File: config.mk
export PLATFORM = sky130hd
export DESIGN_NAME = pong_motion
export DESIGN_NICKNAME = d
export VERILOG_FILES = /design/src/rtl/pong_pkg.sv /design/src/rtl/pong_motion_paddle_ctrl.sv /design/src/rtl/pong_motion.sv
export SDC_FILE = /design/constraint.sdc
export NUM_CORES = 1
export LEC_CHECK = 0
export CAP_MARGIN = 10
export CORE_MARGIN = 2
export CORE_UTILIZATION = 54
export DETAILED_ROUTE_END_ITERATION = 6
export PLACE_DENSITY = 0.9
export SYNTH_ARGS = -nofsm -noshare
export SYNTH_HDL_FRONTEND = slang
export SYNTH_SLANG_ARGS = --single-unit
File: constraint.sdc
create_clock -name clk -period 4.4 [get_ports clk]
set_input_delay 1.1 -clock clk [delete_from_list [all_inputs] [get_ports clk]]
set_output_delay 1.1 -clock clk [all_outputs]
set_load 0.005 [all_outputs]
File: src/rtl/pong_pkg.sv
// Shared Pong geometry, colours and game states, used by both the motion
// engine and the pixel generator so that collisions match what is drawn.
package pong_pkg;

  localparam int WALL_TOP_FIRST = 3;
  localparam int WALL_TOP_LAST  = 5;
  localparam int WALL_BOT_FIRST = 475;
  localparam int WALL_BOT_LAST  = 477;
  localparam int FIELD_TOP      = WALL_TOP_LAST + 1;
  localparam int FIELD_BOT      = WALL_BOT_FIRST - 1;

  localparam int LPAD_X_LEFT    = 10;
  localparam int LPAD_X_RIGHT   = 16;
  localparam int RPAD_X_LEFT    = 624;
  localparam int RPAD_X_RIGHT   = 630;

  localparam int BALL_SIZE      = 7;
  localparam int PAD_WIDTH      = 7;
  localparam int PAD_HEIGHT     = 19;

  localparam int BALL_X_CENTRE  = 317;
  localparam int BALL_Y_CENTRE  = 237;
  localparam int PAD_Y_CENTRE   = 231;

  localparam int PAD_Y_MIN      = FIELD_TOP;
  localparam int PAD_Y_MAX      = FIELD_BOT - PAD_HEIGHT + 1;
  localparam int BALL_Y_MIN     = FIELD_TOP;
  localparam int BALL_Y_MAX     = FIELD_BOT - BALL_SIZE + 1;

  // Ball x positions that put it flush against a paddle face
  localparam int BALL_X_HIT_L   = LPAD_X_RIGHT + 1;
  localparam int BALL_X_HIT_R   = RPAD_X_LEFT - BALL_SIZE;
  localparam int MISS_X_L       = 2;
  localparam int MISS_X_R       = 632;

  localparam logic [11:0] COLOR_BG     = 12'h000;
  localparam logic [11:0] COLOR_WALL   = 12'hFFF;
  localparam logic [11:0] COLOR_PADDLE = 12'h0F0;
  localparam logic [11:0] COLOR_BALL   = 12'hFF0;

  typedef enum logic [1:0] {
    SERVE,
    PLAY,
    SCORED,
    OVER
  } state_e;

endpackage

File: src/rtl/pong_motion_paddle_ctrl.sv
// One paddle: steps up or down once per frame tick, clamped to the field.
module paddle_ctrl
  import pong_pkg::*;
#(
  parameter int PAD_SPEED = 4
) (
  input  logic       clk,
  input  logic       rst,
  input  logic       tick,
  input  logic       up,
  input  logic       dn,
  input  logic       freeze,
  output logic [9:0] y
);

  localparam logic [9:0] STEP  = 10'(PAD_SPEED);
  localparam logic [9:0] Y_MIN = 10'(PAD_Y_MIN);
  localparam logic [9:0] Y_MAX = 10'(PAD_Y_MAX);
  localparam logic [9:0] Y_RST = 10'(PAD_Y_CENTRE);

  logic [9:0] y_q, y_d;

  // Compare before stepping so the unsigned arithmetic never wraps
  always_comb begin
    y_d = y_q;
    if (tick && !freeze) begin
      if (up && !dn) begin
        y_d = (y_q < Y_MIN + STEP) ? Y_MIN : y_q - STEP;
      end else if (dn && !up) begin
        y_d = (y_q > Y_MAX - STEP) ? Y_MAX : y_q + STEP;
      end
    end
  end

  always_ff @(posedge clk) begin
    if (rst) y_q <= Y_RST;
    else     y_q <= y_d;
  end

  assign y = y_q;

endmodule

File: src/rtl/pong_motion.sv
// Frame-locked Pong game state: ball motion and bounces, scoring, the
// serve / point pause / game-over sequence, and the two paddles.
module pong_motion
  import pong_pkg::*;
#(
  parameter int BALL_SPEED   = 2,
  parameter int PAD_SPEED    = 4,
  parameter int WIN_SCORE    = 9,
  parameter int PAUSE_FRAMES = 60
) (
  input  logic       clk,
  input  logic       rst,
  input  logic       frame_tick,
  input  logic       l_up,
  input  logic       l_dn,
  input  logic       r_up,
  input  logic       r_dn,
  input  logic       serve,
  output logic [9:0] ball_x,
  output logic [9:0] ball_y,
  output logic [9:0] lpad_y,
  output logic [9:0] rpad_y,
  output logic [3:0] score_l,
  output logic [3:0] score_r,
  output logic       game_over
);

  localparam logic signed [10:0] STEP     = 11'(BALL_SPEED);
  localparam logic signed [10:0] Y_MIN    = 11'(BALL_Y_MIN);
  localparam logic signed [10:0] Y_MAX    = 11'(BALL_Y_MAX);
  localparam logic signed [10:0] HIT_L    = 11'(BALL_X_HIT_L);
  localparam logic signed [10:0] HIT_R    = 11'(BALL_X_HIT_R);
  localparam logic signed [10:0] FACE_L   = 11'(LPAD_X_RIGHT);
  localparam logic signed [10:0] FACE_R   = 11'(RPAD_X_LEFT);
  localparam logic signed [10:0] MISS_L   = 11'(MISS_X_L);
  localparam logic signed [10:0] MISS_R   = 11'(MISS_X_R);
  localparam logic signed [10:0] BALL_EXT = 11'(BALL_SIZE - 1);
  localparam logic signed [10:0] PAD_EXT  = 11'(PAD_HEIGHT - 1);
  localparam logic [9:0]         X_CTR    = 10'(BALL_X_CENTRE);
  localparam logic [9:0]         Y_CTR    = 10'(BALL_Y_CENTRE);
  localparam logic [3:0]         WIN      = 4'(WIN_SCORE);
  localparam logic [7:0]         PAUSE    = 8'(PAUSE_FRAMES);

  state_e     state_q, state_d;
  logic [9:0] ball_x_q, ball_x_d, ball_y_q, ball_y_d;
  logic       dx_q, dx_d, dy_q, dy_d;
  logic [3:0] score_l_q, score_l_d, score_r_q, score_r_d;
  logic [7:0] pause_q, pause_d;
  logic       serve_pending_q, serve_pending_d;
  logic       game_over_q, game_over_d;

  logic signed [10:0] bx, nx, ny;
  logic hit_l, hit_r, miss_l, miss_r, restart, pad_rst, pad_freeze;

  function automatic logic overlaps(input logic signed [10:0] top, input logic [9:0] pad);
    logic signed [10:0] p;
    p = $signed({1'b0, pad});
    return (top + BALL_EXT >= p) && (top <= p + PAD_EXT);
  endfunction

  // Collision tests use the paddle rows registered before this tick
  assign bx     = $signed({1'b0, ball_x_q});
  assign nx     = dx_q ? bx + STEP : bx - STEP;
  assign ny     = dy_q ? $signed({1'b0, ball_y_q}) + STEP : $signed({1'b0, ball_y_q}) - STEP;
  assign hit_l  = !dx_q && (bx >= HIT_L) && (nx <= FACE_L) && overlaps(ny, lpad_y);
  assign hit_r  = dx_q && (bx + BALL_EXT < FACE_R) && (nx + BALL_EXT >= FACE_R) && overlaps(ny, rpad_y);
  assign miss_l = !dx_q && !hit_l && (nx < MISS_L);
  assign miss_r = dx_q && !hit_r && (nx > MISS_R);

  assign restart    = frame_tick && (state_q == OVER) && serve_pending_q;
  assign pad_rst    = rst || restart;
  assign pad_freeze = (state_q == OVER);

  always_comb begin
    state_d         = state_q;
    ball_x_d        = ball_x_q;
    ball_y_d        = ball_y_q;
    dx_d            = dx_q;
    dy_d            = dy_q;
    score_l_d       = score_l_q;
    score_r_d       = score_r_q;
    pause_d         = pause_q;
    serve_pending_d = 1'b0;

    // A serve arriving with a tick is kept for the following tick
    if (state_q == SERVE || state_q == OVER) begin
      serve_pending_d = frame_tick ? 1'b0 : serve_pending_q;
      if (serve) serve_pending_d = 1'b1;
    end

    if (frame_tick) begin
      case (state_q)
        SERVE: begin
          ball_x_d = X_CTR;
          ball_y_d = Y_CTR;
          if (serve_pending_q) state_d = PLAY;
        end
        PLAY: begin
          if (ny < Y_MIN) begin
            ball_y_d = Y_MIN[9:0];
            dy_d     = 1'b1;
          end else if (ny > Y_MAX) begin
            ball_y_d = Y_MAX[9:0];
            dy_d     = 1'b0;
          end else begin
            ball_y_d = ny[9:0];
          end
          if (hit_l) begin
            ball_x_d = HIT_L[9:0];
            dx_d     = 1'b1;
          end else if (hit_r) begin
            ball_x_d = HIT_R[9:0];
            dx_d     = 1'b0;
          end else begin
            ball_x_d = nx[9:0];
          end
          // On a miss the ball freezes where it was, aimed at the loser
          if (miss_l || miss_r) begin
            ball_x_d = ball_x_q;
            ball_y_d = ball_y_q;
            dy_d     = dy_q;
            dx_d     = miss_r;
            pause_d  = PAUSE;
            state_d  = SCORED;
            if (miss_l) begin
              score_r_d = score_r_q + 4'd1;
              if (score_r_q + 4'd1 == WIN) state_d = OVER;
            end else begin
              score_l_d = score_l_q + 4'd1;
              if (score_l_q + 4'd1 == WIN) state_d = OVER;
            end
          end
        end
        SCORED: begin
          pause_d = pause_q - 8'd1;
          if (pause_q <= 8'd1) begin
            pause_d  = 8'd0;
            ball_x_d = X_CTR;
            ball_y_d = Y_CTR;
            state_d  = SERVE;
          end
        end
        OVER: begin
          if (serve_pending_q) begin
            score_l_d = 4'd0;
            score_r_d = 4'd0;
            ball_x_d  = X_CTR;
            ball_y_d  = Y_CTR;
            dx_d      = 1'b1;
            dy_d      = 1'b1;
            pause_d   = 8'd0;
            state_d   = SERVE;
          end
        end
      endcase
    end

    game_over_d = (state_d == OVER);
  end

  always_ff @(posedge clk) begin
    if (rst) begin
      state_q         <= SERVE;
      ball_x_q        <= X_CTR;
      ball_y_q        <= Y_CTR;
      dx_q            <= 1'b1;
      dy_q            <= 1'b1;
      score_l_q       <= 4'd0;
      score_r_q       <= 4'd0;
      pause_q         <= 8'd0;
      serve_pending_q <= 1'b0;
      game_over_q     <= 1'b0;
    end else begin
      state_q         <= state_d;
      ball_x_q        <= ball_x_d;
      ball_y_q        <= ball_y_d;
      dx_q            <= dx_d;
      dy_q            <= dy_d;
      score_l_q       <= score_l_d;
      score_r_q       <= score_r_d;
      pause_q         <= pause_d;
      serve_pending_q <= serve_pending_d;
      game_over_q     <= game_over_d;
    end
  end

  paddle_ctrl #(.PAD_SPEED(PAD_SPEED)) u_lpad (
    .clk    (clk),
    .rst    (pad_rst),
    .tick   (frame_tick),
    .up     (l_up),
    .dn     (l_dn),
    .freeze (pad_freeze),
    .y      (lpad_y)
  );

  paddle_ctrl #(.PAD_SPEED(PAD_SPEED)) u_rpad (
    .clk    (clk),
    .rst    (pad_rst),
    .tick   (frame_tick),
    .up     (r_up),
    .dn     (r_dn),
    .freeze (pad_freeze),
    .y      (rpad_y)
  );

  assign ball_x    = ball_x_q;
  assign ball_y    = ball_y_q;
  assign score_l   = score_l_q;
  assign score_r   = score_r_q;
  assign game_over = game_over_q;

endmodule

# After elaboration in Yosys (flattened, before gate mapping)
# Cells that the tools add are included.
# op_classes
multipliers	0
n_mux	53
add_sub_neg	16
magnitude_cmp	17
n_bitwise	1
n_div	0
eq_ne	14
shift	0
reduce_logical	45
# ops
op	count
$mux 10	18
$pmux 10 s4	2
$mux 8	3
$pmux 8 s3	1
$add 10x2->11 const B	2
$add 10x5->11 const B	2
$add 11x4->11 const B	2
$ge 11x11->1	2
$le 11x11->1	2
$mux 11	2
$sub 10x2->11 const B	2
$add 10x3->10 const B	2
$gt 10x9->1 const B	2
$lt 10x4->1 const B	2
$mux 4	5
$sub 10x3->10 const B	2
$logic_and 1x1->1	19
$pmux 4 s2	2
$reduce_and 5->1	3
$mux 2	6
$ne 2x2->1 const B	6
$reduce_and 4->1	3
$add 10x3->11 const B	1
$ge 11x11->1 const B	1
26 further kinds	54
# word_totals
ff_bits	62
mem_bits_ro	0
n_memories	0
out_inout_bits	49
input_bits	8
mem_bits_rw	0
latchBits	0

# Longest topological paths before layout
# Gate-level depths: netlist of the first run.
# depth
ltp_word	14
ltp_mapped	22
depth_no_buf	21

# Cells and area by module
# Synthesis of the first run repeated with hierarchy kept, for this count alone.
# unflattened
hier_cells	816
hier_area_um2	6351.1
# modules_own_cells
mod	instances	area_each_um2	cells_per_inst	seq_area_each_um2
pong_motion	1	4794.6	608	840.8
paddle_ctrl	2	778.2	104	200.2

# Least setup slack after synthesis of the first run
# No wires, ideal clock.
# synth_timing
path_type	flip-flop to flip-flop
from	register dy_q
to	register score_l_q[0], in the netlist score_l[0]
stages_incl_launch_ff	22
setup_slack_ns	-0.080
period_less_slack_ns	4.480
setup_time_ns	0.123
arrival_time_ns	4.357
cell_sequence	dfxtp_1 inv_1 ha_1 and3_1 a221oi_1 nand2b_1 xnor2_1 clkinv_1 nand2_1 nor2_1 xnor2_1 ha_1 a211o_1 a211oi_1 o21ai_0 a41o_1 o2111ai_1 or3b_1 a211o_1 a21oi_1 or2_1 mux2_1
# synth_via
elab_chain_len	11
elab_cells_between_ends	20
cone_classes	1 x add/sub; 4 x order compare; 2 x eq/ne; 1 x mux; 12 x reduce/logical
# synth_lines
item	line_no	text
start, declared	pong_motion.sv:46	logic dx_q, dx_d, dy_q, dy_d;
start signal, assigned	pong_motion.sv:178	dy_q <= dy_d;
$mux 11 *	pong_motion.sv:64	assign ny = dy_q ? $signed({1'b0, ball_y_q}) + STEP : $signed({1'b0, ball_y_q}) - STEP;
$add 11x4->11	pong_motion.sv:58	return (top + BALL_EXT >= p) && (top <= p + PAD_EXT);
$ge 11x11->1	pong_motion.sv:58	
$logic_and 1x1->1	pong_motion.sv:58	
$logic_and 1x1->1, on equally long branches	pong_motion.sv:65, pong_motion.sv:66	
$logic_not 1->1, on equally long branches	pong_motion.sv:67, pong_motion.sv:68	
$logic_and 1x1->1, on equally long branches (2 in a row)	pong_motion.sv:67, pong_motion.sv:68	
$logic_or 1x1->1	pong_motion.sv:118	if (miss_l || miss_r) begin
$ne 2x2->1 (no line)	n/a	
$reduce_and 5->1 (no line) *	n/a	
end signal, assigned	pong_motion.sv:179	score_l_q <= score_l_d;
end, declared	pong_motion.sv:47	logic [3:0] score_l_q, score_l_d, score_r_q, score_r_d;
# Every way passes the cells marked *; elsewhere a longest branch is shown, timed or not.
# A chain may end at the register's enable or synchronous reset.

# Worst setup path in the final report of the first run
# layout_timing
from	register dy_q
to	register ball_x_q[1], in the netlist ball_x[1]
# layout_via
elab_chain_len	11
elab_cells_between_ends	23
cone_classes	1 x add/sub; 4 x order compare; 1 x eq/ne; 5 x mux; 12 x reduce/logical
# layout_lines
item	line_no	text
$mux 11 *	pong_motion.sv:64	
$add 11x4->11	pong_motion.sv:58	
$ge 11x11->1	pong_motion.sv:58	
$logic_and 1x1->1	pong_motion.sv:58	
$logic_and 1x1->1, on equally long branches	pong_motion.sv:65, pong_motion.sv:66	
$logic_not 1->1, on equally long branches	pong_motion.sv:67, pong_motion.sv:68	
$logic_and 1x1->1, on equally long branches (2 in a row)	pong_motion.sv:67, pong_motion.sv:68	
$logic_or 1x1->1	pong_motion.sv:118	
$ne 2x2->1 (no line)	n/a	
$reduce_and 4->1 (no line)	n/a	
end signal, assigned	pong_motion.sv:175	ball_x_q <= ball_x_d;
end, declared	pong_motion.sv:45	logic [9:0] ball_x_q, ball_x_d, ball_y_q, ball_y_d;
# Every way passes the cells marked *; elsewhere a longest branch is shown, timed or not. The select of a mux whose other input is x is not followed.

==> results of run 1 <==
path summary, 6_finish.rpt:
kind	startpoint	to	slack, ns	cells after the start
worst max-delay path	dy_q$_SDFFE_PP1P_	ball_x[1]$_SDFFE_PP0P_	-0.23	18
worst min-delay path	pause_q[3]$_SDFFE_PP0P_	pause_q[3]$_SDFFE_PP0P_	0.50	1
worst max register to register	dy_q$_SDFFE_PP1P_	ball_x[1]$_SDFFE_PP0P_	-0.23	18
worst min register to register	pause_q[3]$_SDFFE_PP0P_	pause_q[3]$_SDFFE_PP0P_	0.50	1
worst max-delay path, delay by kind of cell, from the launching register on:
kind / cells / cell delay, ns
flops: 1 / 0.38
simple gates: 4 / 0.94
fa+ha+maj: 2 / 0.68
xor+xnor: 1 / 0.27
compound gates: 8 / 1.92
buf+inv: 3 / 0.33
cell families after synthesis:
logic type / count (synthesis)
simple gates: 290
xor+xnor: 40
compound gates: 266
flops: 62
mux: 9
buf+inv: 81
fa+ha+maj: 82
power breakdown:
part	total (mW)	internal, mW	switching, mW
Sequential	0.651	0.597	0.0540
Combinational	1.67	0.748	0.923
Clock	0.668	0.378	0.290
stage by stage:
step | power [mW] | cells | utilization | instance area, um^2
2_1_floorplan | 1.59 | 830 | - | 6360
3_5_place_dp | 2.08 | 1075 | 0.657 | 7530
5_1_grt | 3.15 | 1101 | 0.715 | 8200
4_1_cts | 2.81 | 1097 | 0.694 | 7960
3_3_place_gp | 2.02 | 1075 | 0.657 | 7530
6_report | 2.99 | 1102 | 0.715 | 8200
synth_stat cells (3+ instances only):
cell       instances
buf_2              4
and2_1             7
nor2_1            76
nor2b_1            9
and3_1            13
nor4_1             8
inv_1             51
o21a_1             5
nor3b_1            6
or2_2              4
a31oi_1           16
ha_1              80
o31ai_1           11
nand4_1           18
a32o_1             4
a211oi_1          11
o211a_1            3
xnor2_1           31
a41o_1             4
a22oi_1            4
nand2b_1          16
o221ai_1           4
nor3_1            27
a21o_1             7
mux2i_1            8
nand3_1           21
or4_1              4
a211o_1            6
a21oi_1           71
nand3b_1           3
o2111ai_1          5
clkbuf_1          21
o311ai_0           4
o21ai_0           54
clkinv_1           3
dfxtp_1           62
o21ai_1            9
xor2_1             5
a221oi_1           4
o211ai_1          13
nand2_1           63
layer usage:
metal  up-vias  share of wire  GRT usage
met3       110          0.098     0.0686
met2       502           0.47      0.533
li1       3343              -          -
met4         0          0.047      0.159
met1      3418           0.38      0.392
met5         -              0          0
sequential cells by signal, summed over array words and instances (netlist names), 2 cells and up:
register,cells
ball_x,10
ball_y,10
u_lpad.y,10
u_rpad.y,10
pause_q,8
score_l,4
score_r,4
state_q,2
cell type report:
type | count | area, um^2 | area share
inverters | 54 | 213 | 0.0259
multi-input cells | 687 | 5080 | 0.619
well taps | 143 | 179 | 0.0218
diodes | 1 | 2.50 | 0.000305
repair buffers | 140 | 1210 | 0.148
flip-flops and latches | 62 | 1250 | 0.152
clock inverters | 5 | 37.5 | 0.00458
clock buffers | 10 | 229 | 0.0279
what timing repair did:
action	CTS	global route
gates cloned	1	0
resized for setup	25	46
hold buffers	0	0
pin swaps	14	29
buffers inserted	6	4
endpoints found under the hold margin	0	0
endpoints found under the setup margin	38	41
==> metrics.md, run 1 <==
| Metric | Value |
|---|---|
| Tot GR Track Use | 0.320 |
| Slowest-stage cell, CP | or3b_4 |
| Clk_lat worst skew | 0.36 ns |
| Largest family of logic cells by synthesized area | compound AO/OA/AOI/OAI gates |
| Port Buf Inserts | 56 |
| Die height | 112 um |
| Simple-gate portion of the synthesized area | 0.232 |
| Final #Nets | 1,044 |
| Layout cells sized above 1 | 0.183 |
| Crit path DAT | 4.90 ns |
| Crit. End Element | register |
| Power Density | 365 nW/um^2 |
| Sink Count | 62 |
| Worst path max stage delay | 0.46 ns |
| Data required, critical path | 4.67 ns |
| First-pass iteration count of the detailed router | 6 |
| Core area | 11,500 um^2 |
| Synth Area in Compound Gates | 0.282 |
| CTS tree | done |
| Buffer levels on the longest clock path | 2 |
| Tmin final | 4.63 ns |
| Leak | 3.48 nW |
| DPL Wire Length | 14,400 um |
| Fmax achieved | 216 MHz |
| Vias in the first global route | 6,942 |
| Std-Cell Rows | 39 |
| EDFF count, synth | 0 |
| Mapped Cells | 830 |
| Worst slack, placed | -0.283 ns |
| Final Hold Vio Count | 0 |
| Layout Area Growth over Synthesis | 29.1% |
| Most Frequent Cell on Critical Path | a21oi_1 |
| First-pass GRT wire length | 33,500 um |
| WL/cell | 19.2 um |
| Startpoint class of the critical path | register |
| Status | finished, violations left |
| Syn Nets | 920 |
| DRC viols | 0 |
| Initial antenna violation count | 1 |
| Commonest non-fill, non-tap cell in the layout | buf_4 |
| Flops & latches, synth | 62 |
| Hold crit path type | register to register |
| CTS buffer count | 9 |
| Final wirelength | 21,200 um |
| Maxcap violations | 0 |
| Yosys top cell by area | dfxtp_1 |
| Final clock skew | 0.0135 ns |
| XOR/XNOR Fraction of Synth Area | 0.0611 |
| Die area | 12,600 um^2 |
| Die width | 112 um |
| Synth area leaders | dfxtp_1 20%, ha_1 16%, a21oi_1 5.6% |
| Worst Path Max Fanout | 6 |
| Max VDD drop | 0.274 mV |
| Ys flop type | dfxtp_1 |
| Top-level I/O count | 57 |
| Final Cycle Share | 1.05 |
| DR vias | 7,373 |
| DR vias/cell | 6.69 |
| Final setup margin | -0.229 ns |
| Root Driver | clkbuf_16 |
| Synthesis Warnings | 0 |
| Final setup TNS | -2.44 ns |
| Slew @ Worst Pin | 1.21 ns |
| CP Class | register to register |
| Grt total ovfl | 0 |
| Violated checks | negative setup slack |
| Top cell type's share of synthesized area | 0.195 |
| Critical-path cell list | inv_8 -> fa_2 -> a211oi_2 -> o21ai_0 -> a21oi_1 -> xor2_1 -> clkinv_2 -> ha_1 -> nand2_1 -> or2_2 -> o221ai_2 -> o2111ai_2 -> or3b_4 -> a211o_1 -> a221oi_4 -> buf_6 -> nand4_1 -> a21oi_1 |
| DRT antenna net count | 0 |
| Final setup viols | 26 |
| Layout filler cell count | 808 |
| Commonest cells after routing, fill and taps aside | 76 x buf_4, 74 x ha_1, 72 x nor2_1 |
| Mux share of post-synthesis cell area | 0.0144 |
| H-tree depth | 3 |
| Seq/Total Area, Yosys | 0.195 |
| Slew Limit Fails | 0 |
| Mapped cell area | 6350 um^2 |
| Relative slew slack | 0.187 |
| Syn_area_per_cell | 7.65 um^2 |
| Ys async rst share | 0 |
| Synth Area in Adders | 0.164 |
| DRT iter0 DRCs | 975 |
| Unrepaired setup endpoints after global routing | yes |
| CTS clock-pin slew for the worst setup and hold paths | 0.06 ns |
| Final hold slack | 0.502 ns |
| Initial Util | 0.554 |
| Global placement routability congestion | 0.942 |
| Largest net degree at the start of global routing | 23 |
| Count of unique library cells instantiated by Yosys | 84 |
(Power assumes the default switching activity.)
==> run 2, diff against run 1 <==
--- a/config.mk
+++ b/config.mk
@@ -12,4 +12,5 @@
 export PLACE_DENSITY = 0.9
 export SYNTH_ARGS = -nofsm -noshare
 export SYNTH_HDL_FRONTEND = slang
+export SYNTH_HIERARCHICAL = 1
 export SYNTH_SLANG_ARGS = --single-unit
==> run 2 against run 1 <==
Against the previous run:
- the flow still finishes with violations (negative setup slack)
- register-to-register slack better by 0.02 ns
- total power shrank 17%
- utilization up 1.3 points
- sequential power down 4.1%
- via count down 3.3%
- worst setup slack improved by 0.016 ns
- final area up 1.8%
- clock power rose by 7.9%
- global-route usage fell by 2.4 points
- critical path depth increased by 1
- critical path type unchanged
- largest power group unchanged
==> metrics.md, run 2 <==
| Metric | Value |
|---|---|
| Status | finished, violations left |
| Violated checks | negative setup slack |
| Std-Cell Rows | 39 (unchanged) |
| Layout Utilization | 0.728 (+0.0127) |
| Top cell type's share of synthesized area | 0.195 (about the same) |
| Core area | 11,500 um^2 (unchanged) |
| Syn_area_per_cell | 7.78 um^2 (+1.7%) |
| Commonest cells after routing, fill and taps aside | 71 x buf_4, 68 x ha_1, 60 x a21oi_1 |
| DRT iter0 DRCs | 1,048 (+7.5%) |
| Final Hold Vio Count | 0 (unchanged) |
| Mux share of post-synthesis cell area | 0.0126 (-0.00178) |
| Relative slew slack | 0.367 (+0.180) |
| Sink Count | 62 (unchanged) |
| DPL Wire Length | 13,700 um (-4.6%) |
| Mapped Cells | 816 (-1.7%) |
| Largest net degree at the start of global routing | 29 (+26%) |
| DRT antenna net count | 0 (unchanged) |
| Total power | 2.47 mW (-17%) |
| Seq/Total Area, Yosys | 0.195 (about the same) |
| First-pass GRT wire length | 31,000 um (-7.4%) |
| Die width | 112 um (about the same) |
| Crit path DAT | 4.84 ns (-0.06 ns) |
| CP Class | register to register |
| Tot GR Track Use | 0.296 (-0.0243) |
| DR vias/cell | 6.59 (-1.4%) |
| DR vias | 7,129 (-3.3%) |
| Final hold slack | 0.467 ns (-0.0352 ns) |
| Slew Limit Fails | 0 (unchanged) |
| Mapped cell area | 6350 um^2 (about the same) |
| Synth area leaders | dfxtp_1 20%, ha_1 15%, a21oi_1 5.1% |
| Grt total ovfl | 0 (unchanged) |
| Yosys top cell by area | dfxtp_1 |
| Global placement routability congestion | 0.953 (+1.2%) |
| Final wirelength | 20,700 um (-2.4%) |
| Power Density | 296 nW/um^2 (-19%) |
| Final setup margin | -0.213 ns (+0.0157 ns) |
| Commonest cells in the synthesized netlist | 78 x ha_1, 65 x a21oi_1, 62 x dfxtp_1 |
| Largest family of logic cells by synthesized area | simple AND/OR/NAND/NOR gates |
| First-pass iteration count of the detailed router | 6 (unchanged) |
| Syn Nets | 904 (-1.7%) |
| CTS clock-pin slew for the worst setup and hold paths | 0.06 ns (about the same) |
| Simple-gate portion of the synthesized area | 0.266 (+0.0340) |
| Top-level I/O count | 57 (unchanged) |
| Port Buf Inserts | 56 (unchanged) |
| Final #Nets | 1,021 (-2.2%) |
| Synthesis Warnings | 6 (+6) |
| Flops & latches, synth | 62 (unchanged) |
| Initial Util | 0.554 (about the same) |
| Count of unique library cells instantiated by Yosys | 72 (-14%) |
| Ys flop type | dfxtp_1 |
| Initial antenna violation count | 1 (unchanged) |
| WL/cell | 19.1 um (-0.46%) |
| Hold crit path type | register to register |
| Layout cells sized above 1 | 0.204 (+0.0210) |
| Vias in the first global route | 6,411 (-7.6%) |
| Layout Area Growth over Synthesis | 31.4% |
| Ys async rst share | 0 (unchanged) |
| Final clock skew | 0.00604 ns (-0.00743 ns) |
| Max VDD drop | 0.317 mV (+16%) |
| Worst Path Max Fanout | 8 (+2) |
| Commonest non-fill, non-tap cell in the layout | buf_4 |
| Final Cycle Share | 1.05 (-0.00357) |
| Unrepaired setup endpoints after global routing | yes |
| CTS tree | done |
| Cts hold-fix bufs | 0 (unchanged) |
| Die area | 12,600 um^2 (about the same) |
| Root Driver | clkbuf_16 |
| Crit. End Element | register |
| XOR/XNOR Fraction of Synth Area | 0.0565 (-0.00454) |
| Slew @ Worst Pin | 0.949 ns (-0.262 ns) |
| Leak | 3.45 nW (-1.0%) |
| Synth Area in Adders | 0.160 (-0.00397) |
| Data required, critical path | 4.63 ns (-0.04 ns) |
| Startpoint class of the critical path | register |
| CTS buffer count | 9 (unchanged) |
| DRC viols | 0 (unchanged) |
| Die height | 112 um (about the same) |
| Maxcap violations | 0 (unchanged) |
| Buffer levels on the longest clock path | 2 (unchanged) |
| Synth Area in Compound Gates | 0.252 (-0.0300) |
| Ant diodes | 0 (-1) |
| Tmin final | 4.61 ns (-0.0157 ns) |
| H-tree depth | 3 (unchanged) |
| EDFF count, synth | 0 (unchanged) |
| Clk_lat worst skew | 0.35 ns (about the same) |
| Most frequent cell after synthesis | ha_1 |
| Fmax achieved | 217 MHz (+0.34%) |
| Final setup viols | 34 (+31%) |
[run 2: cell types whose count changed in the layout (fill, tap and decap cells not counted), moves of 7 or more]
| cell | change |
|---|---|
| nor2_1 | -15 |
| nand3_1 | +16 |
| a21o_1 | +7 |
| o211ai_1 | -7 |
| o21ai_0 | -15 |
| or3_1 | +10 |
| nand2_1 | -24 |
| and3_1 | -7 |
[run 2: critical path: stages, from the launching register on]
cell,delay (ns)
dfxtp_4,0.37
inv_8,0.06
ha_4,0.16
or4_4,0.54
a21oi_4,0.19
nor3_4,0.09
o311ai_4,0.33
inv_2,0.07
ha_1,0.30
inv_1,0.07
a2111oi_4,0.28
inv_1,0.09
o41ai_2,0.20
nand3_1,0.14
a211o_1,0.27
buf_4,0.14
or4_4,0.57
a41oi_2,0.26
mux2i_1,0.10
or2_1,0.24
[run 2: cell families (layout without fill, tap and decap cells)]
kind of cell / count (synthesis) / in the layout
AOI/OAI and AO/OA: 235 / 235
xor gates and xnor gates: 41 / 41
buffers and inverters: 87 / 209
adders and majority gates: 80 / 80
and+or+nand+nor: 303 / 303
DFF: 62 / 62
muxes: 8 / 8
[run 2: cell type report]
| type | count | area, um^2 |
|---|---|---|
| Clock buffer | 10 | 229 |
| Clock inverter | 6 | 61.3 |
| Fill cell | 775 | 3120 |
| Inverter | 58 | 230 |
| Multi-Input combinational cell | 667 | 5190 |
| Sequential cell | 62 | 1250 |
| Tap cell | 143 | 179 |
| Timing Repair Buffer | 135 | 1200 |
[run 2: worst paths after layout]
path | startpoint | end | slack, ns | depth (start not counted)
setup reg to reg | dy_q$_SDFFE_PP1P_ | dx_q$_SDFFE_PP1P_ | -0.21 | 19
hold reg to reg | pause_q[1]$_SDFFE_PP0P_ | pause_q[1]$_SDFFE_PP0P_ | 0.47 | 2
setup / recovery | dy_q$_SDFFE_PP1P_ | dx_q$_SDFFE_PP1P_ | -0.21 | 19
hold / removal | pause_q[1]$_SDFFE_PP0P_ | pause_q[1]$_SDFFE_PP0P_ | 0.47 | 2
[run 2: timing repair]
action | CTS | global route
pin swaps | 2 | 14
cloned | 1 | 0
buffers inserted | 4 | 9
gates resized for setup | 14 | 51
setup endpoints to repair | 34 | 41
[run 2: power breakdown]
part	switching [mW]	internal, mW	leakage [nW]	total [mW]
Sequential	0.0395	0.585	0.504	0.624
Clock	0.284	0.437	0.143	0.721
Combinational	0.604	0.523	2.80	1.13
[run 2: layer usage]
metal  vias to the layer above  track usage  wire length [um]
li1                       3271            -                 -
met5                         -            0                 0
met2                       418        0.496             10000
met1                      3347        0.369              8150
met3                        93       0.0718              1640
met4                         0        0.111               840
[run 2: per-stage QoR]
step	cell area, um^2	setup slack [ns]	TNS (ns)	std cells
finish	8340	-0.213	-3.22	1081
CTS	8030	-0.0737	-0.437	1072
global placement	7650	-0.00238	-0.00238	1051
detailed placement	7650	-0.132	-2.54	1051
global route	8340	-0.398	-9.61	1081
floorplan	6570	0.00195	0	816
